### config.mk
export PLATFORM = sky130hd
export DESIGN_NAME = pipe_stage_reg
export DESIGN_NICKNAME = d
export VERILOG_FILES = /design/src/rtl/arm_pipe_pkg.sv /design/src/rtl/pipe_stage_reg.sv
export SDC_FILE = /design/constraint.sdc
export NUM_CORES = 1
export LEC_CHECK = 0
export ABC_AREA = 1
export ABC_CLOCK_PERIOD_IN_PS = 1300
export CAP_MARGIN = 30
export CORE_ASPECT_RATIO = 1.2
export CORE_MARGIN = 4
export CORE_UTILIZATION = 35
export DETAILED_ROUTE_END_ITERATION = 16
export GPL_TIMING_DRIVEN = 0
export HOLD_SLACK_MARGIN = 0.05
export PLACE_DENSITY = 0.75
export RECOVER_POWER = 25
export REMOVE_ABC_BUFFERS = 1
export SYNTH_ARGS = -nofsm -noshare
export SYNTH_HDL_FRONTEND = slang
export SYNTH_SLANG_ARGS = --single-unit
### constraint.sdc
create_clock -name clk -period 1.3 [get_ports clk]
set_input_delay 0.195 -clock clk [delete_from_list [all_inputs] [get_ports clk]]
set_output_delay 0.195 -clock clk [all_outputs]
set_load 0.03 [all_outputs]
### src/rtl/arm_pipe_pkg.sv
// Shared definitions for the ARM core pipeline stage registers:
// the stage occupancy enum and default ctrl/data widths per stage.
package arm_pipe_pkg;

   typedef enum logic [1:0] {
      ST_EMPTY = 2'd0,
      ST_ONE   = 2'd1,
      ST_TWO   = 2'd2
   } pipe_state_e;

   localparam int ID_EX_CTRL_W   = 8;
   localparam int ID_EX_DATA_W   = 128;
   localparam int EX_MEM_CTRL_W  = 4;
   localparam int EX_MEM_DATA_W  = 72;
   localparam int MEM_WB_CTRL_W  = 2;
   localparam int MEM_WB_DATA_W  = 68;

endpackage

### src/rtl/pipe_stage_reg.sv
// Generic valid/ready pipeline stage register with flushable control field,
// optional data clear and a saturating stall counter. PIPE_STAGE_REG_SKID_EN adds a 2-entry skid buffer.
module pipe_stage_reg
   import arm_pipe_pkg::*;
#(
   parameter int CTRL_W     = ID_EX_CTRL_W,
   parameter int DATA_W     = ID_EX_DATA_W,
   parameter bit CLEAR_DATA = 1'b0,
   parameter int CNT_W      = 16
) (
   input  logic              clk,
   input  logic              reset,
   input  logic              flush,
   input  logic              in_valid,
   output logic              in_ready,
   input  logic [CTRL_W-1:0] in_ctrl,
   input  logic [DATA_W-1:0] in_data,
   output logic              out_valid,
   input  logic              out_ready,
   output logic [CTRL_W-1:0] out_ctrl,
   output logic [DATA_W-1:0] out_data,
   output logic [CNT_W-1:0]  stall_cnt,
   input  logic              stall_clr
);

   localparam logic [CNT_W-1:0] CNT_MAX = {CNT_W{1'b1}};
   localparam logic [CNT_W-1:0] CNT_ONE = CNT_W'(1'b1);

   pipe_state_e       state_r, state_s;
   logic [CTRL_W-1:0] ctrl_r, ctrl_s;
   logic [DATA_W-1:0] data_r, data_s;
   logic [CNT_W-1:0]  cnt_r, cnt_s;
   logic              in_xfer_s, out_xfer_s;
`ifdef PIPE_STAGE_REG_SKID_EN
   logic [CTRL_W-1:0] skid_ctrl_r, skid_ctrl_s;
   logic [DATA_W-1:0] skid_data_r, skid_data_s;

   // Registered ready: no path from out_ready back to in_ready.
   assign in_ready = (state_r != ST_TWO);
`else
   assign in_ready = (state_r == ST_EMPTY) || out_ready;
`endif

   assign out_valid  = (state_r != ST_EMPTY);
   assign out_ctrl   = ctrl_r;
   assign out_data   = data_r;
   assign stall_cnt  = cnt_r;
   assign in_xfer_s  = in_valid && in_ready && !flush;
   assign out_xfer_s = out_valid && out_ready;

   // Next-state and payload routing; ctrl is zeroed whenever the stage goes empty.
   always_comb begin
      state_s = state_r;
      ctrl_s  = ctrl_r;
      data_s  = data_r;
`ifdef PIPE_STAGE_REG_SKID_EN
      skid_ctrl_s = skid_ctrl_r;
      skid_data_s = skid_data_r;
`endif
      if (flush) begin
         state_s = ST_EMPTY;
         ctrl_s  = {CTRL_W{1'b0}};
`ifdef PIPE_STAGE_REG_SKID_EN
         skid_ctrl_s = {CTRL_W{1'b0}};
`endif
         if (CLEAR_DATA) begin
            data_s = {DATA_W{1'b0}};
`ifdef PIPE_STAGE_REG_SKID_EN
            skid_data_s = {DATA_W{1'b0}};
`endif
         end else begin
            data_s = data_r;
         end
      end else begin
         case (state_r)
            ST_EMPTY: begin
               if (in_xfer_s) begin
                  state_s = ST_ONE;
                  ctrl_s  = in_ctrl;
                  data_s  = in_data;
               end else begin
                  state_s = ST_EMPTY;
               end
            end
`ifdef PIPE_STAGE_REG_SKID_EN
            ST_ONE: begin
               if (in_xfer_s && out_xfer_s) begin
                  ctrl_s = in_ctrl;
                  data_s = in_data;
               end else if (in_xfer_s) begin
                  state_s     = ST_TWO;
                  skid_ctrl_s = in_ctrl;
                  skid_data_s = in_data;
               end else if (out_xfer_s) begin
                  state_s = ST_EMPTY;
                  ctrl_s  = {CTRL_W{1'b0}};
               end else begin
                  state_s = ST_ONE;
               end
            end
            ST_TWO: begin
               if (out_xfer_s) begin
                  state_s     = ST_ONE;
                  ctrl_s      = skid_ctrl_r;
                  data_s      = skid_data_r;
                  skid_ctrl_s = {CTRL_W{1'b0}};
               end else begin
                  state_s = ST_TWO;
               end
            end
`else
            ST_ONE: begin
               if (in_xfer_s) begin
                  ctrl_s = in_ctrl;
                  data_s = in_data;
               end else if (out_xfer_s) begin
                  state_s = ST_EMPTY;
                  ctrl_s  = {CTRL_W{1'b0}};
               end else begin
                  state_s = ST_ONE;
               end
            end
`endif
            default: begin
               state_s = ST_EMPTY;
               ctrl_s  = {CTRL_W{1'b0}};
            end
         endcase
      end
   end

   // Saturating stall counter; clear beats increment.
   always_comb begin
      if (stall_clr) begin
         cnt_s = {CNT_W{1'b0}};
      end else if (out_valid && !out_ready && (cnt_r != CNT_MAX)) begin
         cnt_s = cnt_r + CNT_ONE;
      end else begin
         cnt_s = cnt_r;
      end
   end

   // State and payload registers; reset overrides flush and transfers.
   always_ff @(posedge clk) begin
      if (reset) begin
         state_r <= ST_EMPTY;
         ctrl_r  <= {CTRL_W{1'b0}};
         data_r  <= {DATA_W{1'b0}};
         cnt_r   <= {CNT_W{1'b0}};
`ifdef PIPE_STAGE_REG_SKID_EN
         skid_ctrl_r <= {CTRL_W{1'b0}};
         skid_data_r <= {DATA_W{1'b0}};
`endif
      end else begin
         state_r <= state_s;
         ctrl_r  <= ctrl_s;
         data_r  <= data_s;
         cnt_r   <= cnt_s;
`ifdef PIPE_STAGE_REG_SKID_EN
         skid_ctrl_r <= skid_ctrl_s;
         skid_data_r <= skid_data_s;
`endif
      end
   end

endmodule

# [After elaboration in Yosys (flattened, before gate mapping)]
# Cells that the tools add are included.
[op_classes] addsub=1 n_eq_ne=5 n_mux=8 bitwise_logic=1 reduce_logical=15
[op_table] op="$mux W8" count=3
[op_table] op="$add A16 B1 Y16 const B" count=1
[op_table] op="$ne A16 B16 Y1 const B" count=1
[op_table] op="$pmux W8 S2" count=1
[op_table] op="$reduce_or A2 Y1" count=3
[op_table] op="$logic_and A1 B1 Y1" count=5
[op_table] op="$ne A2 B2 Y1 const B" count=2
[op_table] op="$pmux W2 S2" count=1
[op_table] op="$ne A3 B3 Y1 const B" count=1
[op_table] op="$reduce_and A3 Y1" count=1
[op_table] op="$eq A2 B1 Y1 const B" count=1
[op_table] op="$logic_not A1 Y1" count=2
[op_table] op="$logic_not A2 Y1" count=1
[op_table] op="$mux W1" count=2
[op_table] op="$mux W2" count=1
[op_table] op="$reduce_and A2 Y1" count=1
[op_table] op="$reduce_bool A2 Y1" count=1
[op_table] op="$logic_or A1 B1 Y1" count=1
[op_table] op="$not A1 Y1" count=1
[totals] register_bits=154 output_inout_bits=154 word_cells=34

# [Logic depth before layout (Yosys ltp)]
[logic_depth] word_depth=6 ltp_mapped=9

# [Worst setup path before layout]
# OpenSTA, ideal clock, no wires.
[synth_path] kind="flip-flop to flip-flop" startpoint="register cnt_r[0], in the netlist stall_cnt[0]" endpoint="register cnt_r[10], in the netlist stall_cnt[10]" setup_time_ps=116 arrival_ps=1492 required_time_ps=1184 slack_ps=-308 path_stages_with_launch=9 synth_period_minus_slack_ps=1608 path_cell_list="dfxtp_1 ha_1 nand3_1 nor2_1 nand2_1 nor2_1 nand3_1 nand2_1 nor2_1"
[synth_between] elab_chain_len=2 word_cells_on_any_way=3 cone_classes="add/sub: 1; eq/ne: 1; reduce/logical: 1"
[synth_lines] element="start: declaration" line="pipe_stage_reg.sv:32" rtl="logic [CNT_W-1:0] cnt_r, cnt_s;"
[synth_lines] element="start signal: assignment" line="pipe_stage_reg.sv:149" rtl="cnt_r <= {CNT_W{1'b0}};"
[synth_lines] element="start signal: assignment" line="pipe_stage_reg.sv:158" rtl="cnt_r <= cnt_s;"
[synth_lines] element="parallel branches: the longest is 2 deep, another holds $add A16 B1 Y16"
# Several ways; the timed one is not identified.
# A chain may end at the register's enable or synchronous reset.

# [Worst setup path in the final report]
[layout_path] startpoint="register cnt_r[1], in the netlist stall_cnt[1]" endpoint="register cnt_r[10], in the netlist stall_cnt[10]"
# Same word-level chain as after synthesis.

==> results by group <==
Pwr
  – Lkg Pwr: 4.55 nW
  – Power per cell area: 1160 nW/um2
  – Total power: 13.2 mW
  – Psw: 3.85 mW
  – Flop pwr share: 0.391
  – Worst VDD drop: 0.668 mV
  – Sw Ratio: 0.291
  – Internal power: 9.38 mW
  – Clock Power Share: 0.393
  – Logic pwr share: 0.217

Die
  – Core Area: 15800 um2
  – I/O Pins: 296
  – Initial core utilization: 0.361
  – DIE HEIGHT: 148 um
  – Row count: 50
  – Die width: 124 um
  – DIE AREA: 18400 um2

Critical path
  – Critical Path Start Type: flop
  – Critical path class: flop to flop
  – Crit. Startpoint: stall_cnt[1]
  – R2R Path Start: stall_cnt[1]
  – Worst EP required: 1.60 ns
  – CP arrival: 1.80 ns
  – Max FO, Critical Path: 5
  – CP endpoint kind: flop

Synthesis
  – Area contributors post-synth: dfxtp_1 (54%), nor2_1 (20%), o21ai_0 (8.6%)
  – Number of synthesized flops with an enable pin: 0
  – Leading area contributor after synthesis: dfxtp_1
  – Synth Area in XOR/XNOR: 0.00154
  – Largest family of logic cells by synthesized area: simple AND/OR/NAND/NOR gates
  – Cells after Synth: 760
  – Post-synth top area share: 0.538
  – Post-synthesis sequential area ratio: 0.538
  – FF+latch count, synth: 153
  – Top FF cell, synth: dfxtp_1
  – Mean Syn Cell Area: 7.50 um2
  – Distinct cells, synth: 24
  – Synth Cell Area: 5700 um2
  – Mux contribution to synthesized area: 0
  – Async set-reset flop share out of synthesis: 0
  – Synth Warn #: 0
  – Post-synthesis simple-gate area fraction: 0.274
  – Post-synthesis compound-gate area fraction: 0.127
  – Post-synthesis adder-cell area fraction: 0.00220

STA
  – RSZ-0062 raised after global routing: true
  – Clock Skew: 0.00897 ns
  – Max_slew headroom: 0.537
  – Max Clk Rate: 668 MHz
  – Final Hold Fails: 0
  – Worst Tran Pin Value: 0.694 ns
  – Final setup viols: 144
  – Pins Over Slew Limit: 0
  – Period Utilization, post-route: 1.15
  – Final min period: 1.50 ns
  – Final worst slack: -0.197 ns

Run status
  – Status: finished, violations left
  – Failing checks: negative setup slack

Clock network
  – Total CTS buffers: 17
  – Clk sink count: 153
  – H-tree lvl count: 4
  – Clock latency on the worst-skew pair: 0.42 ns
  – CTS Buffer Depth: 2
  – CTS tree: built
  – Hold Buf Count CTS: 0
  – Clk root buf: clkbuf_16
  – Clk pin slew, worst setup/hold paths: 0.06 ns

Routing
  – Drt first-iter violations: 380
  – Vias per inst: 5.05
  – Avg WL per Cell: 20.2 um
  – Antenna Nets Post-Route: 0
  – DRC viols: 0
  – Routed wire length: 26700 um
  – Vias: 6676
  – DRT Pass-1 Iters: 7

GRT
  – Antenna violations before repair: 1
  – Maximum number of pins on one net before global-route repair: 59
  – First-pass GRT wire length: 33600 um
  – Vias in the first global route: 5832
  – All-Layer GR Usage: 0.234
  – Remaining Overflow, GRT: 0

Hold path
  – Hold Path Class: primary input to flop
  – Hold path start: in_ctrl[4]

Final layout
  – FF+latch area: 3090 um2
  – Layout cells sized above 1: 0.412
  – Highest-count cells in the layout ignoring fill and taps: nor2_1 (185), clkdlybuf4s50_1 (140), dfxtp_1 (137), clkdlybuf4s15_2 (103), o21ai_1 (71)
  – NumNets Final: 1245
  – Commonest non-fill, non-tap cell in the layout: nor2_1
  – Design Area, Final: 11400 um2
  – Antenna diodes: 0
  – Fillers: 1155
  – Area of the multi-input gates: 3260 um2
  – Area grow syn2layout: 99.5%
  – Finished Layout Cells: 1323

Placement
  – GP Congestion: 0.904
  – Cells after DPL: 1222
  – Port bufs: 295
  – Cell area after placement: 8760 um2
  – Dpl hpwl: 12900 um

Flow run
  – Max-Cap Viols: 0
==> power by group through the flow <==
| stage | registers (mW) | logic, mW | clock network, mW |
|---|---|---|---|
| floorplan | 5.75 | 0.526 | 0 |
| global placement | 5.19 | 2.23 | 0 |
| detailed placement | 5.20 | 2.23 | 0 |
| CTS | 5.10 | 2.39 | 5.23 |
| global route | 5.20 | 3.01 | 5.47 |
| finish | 5.17 | 2.87 | 5.19 |
==> stage by stage <==
stage	worst slack, ns	TNS [ns]	hold slack, ns	util
after floorplan	-2.46	-328.66	0.316	-
after global placement	-5.00	-671.36	0.461	0.550
after detailed placement	-1.87	-230.94	0.470	0.556
after CTS	-0.0406	-0.227	0.318	0.640
after global routing	-0.259	-13.62	0.345	0.721
final	-0.197	-5.66	0.352	0.721
==> flip-flops by register name, summed over array words and instances, names as in the netlist <==
name	count
out_ctrl	8
out_data	128
stall_cnt	16
state_r	1
==> kinds of logic (layout without fill, tap and decap cells) <==
kind of cell | count (synthesis) | in the layout
AOI/OAI and AO/OA | 145 | 145
and+or+nand+nor | 395 | 403
buffers and inverters | 65 | 412
xor gates and xnor gates | 1 | 1
adders and majority gates | 1 | 1
DFF | 153 | 153
==> Yosys cell counts (2+ instances only) <==
cell type  instances
nor2_1           300
dfxtp_1          153
o21ai_0           98
nand2_1           57
o21ai_1           32
clkbuf_1          22
nand3_1           21
inv_1             19
a21oi_1           15
buf_2             10
buf_6              7
buf_4              4
nand4_1            4
nor2_2             4
nor3_1             3
inv_2              2
nand2_2            2
==> routing by layer <==
layer,wire length [um],GRT usage
met1,10100,0.268
met2,14000,0.415
met3,1880,0.0763
met4,669,0.0751
met5,13,0
==> repair_timing <==
item | 4_1_cts | 5_1_grt
pin swaps | 13 | 31
cloned | 13 | 27
buffers inserted | 14 | 15
endpoints found under the setup margin | 307 | 169
resized for setup | 611 | 355
==> layout make-up <==
| type | count | share of cell area |
|---|---|---|
| well taps | 208 | 0.0229 |
| multi-input cells | 550 | 0.287 |
| flip-flops and latches | 153 | 0.272 |
| repair buffers | 348 | 0.333 |
| clock buffers | 19 | 0.0390 |
| inverters | 21 | 0.0129 |
| clock inverters | 13 | 0.0146 |
| repair inverters | 11 | 0.0187 |
==> path summary, 6_finish.rpt <==
check                  endpoint  slack [ns]  depth (start not counted)
setup / recovery  stall_cnt[10]       -0.20                          9
hold / removal      out_ctrl[4]        0.35                          3
setup reg to reg  stall_cnt[10]       -0.20                          9
hold reg to reg    out_data[82]        0.48                          2
==> critical path, stage by stage (launching register included) <==
cell     delay [ns]
dfxtp_4        0.36
ha_4           0.15
nand3_4        0.15
buf_12         0.17
nor2_4         0.11
nand2_4        0.08
nor2_4         0.10
nand3_1        0.10
nand2_1        0.10
nor2_1         0.05
Power figures use the tool's default switching activity.
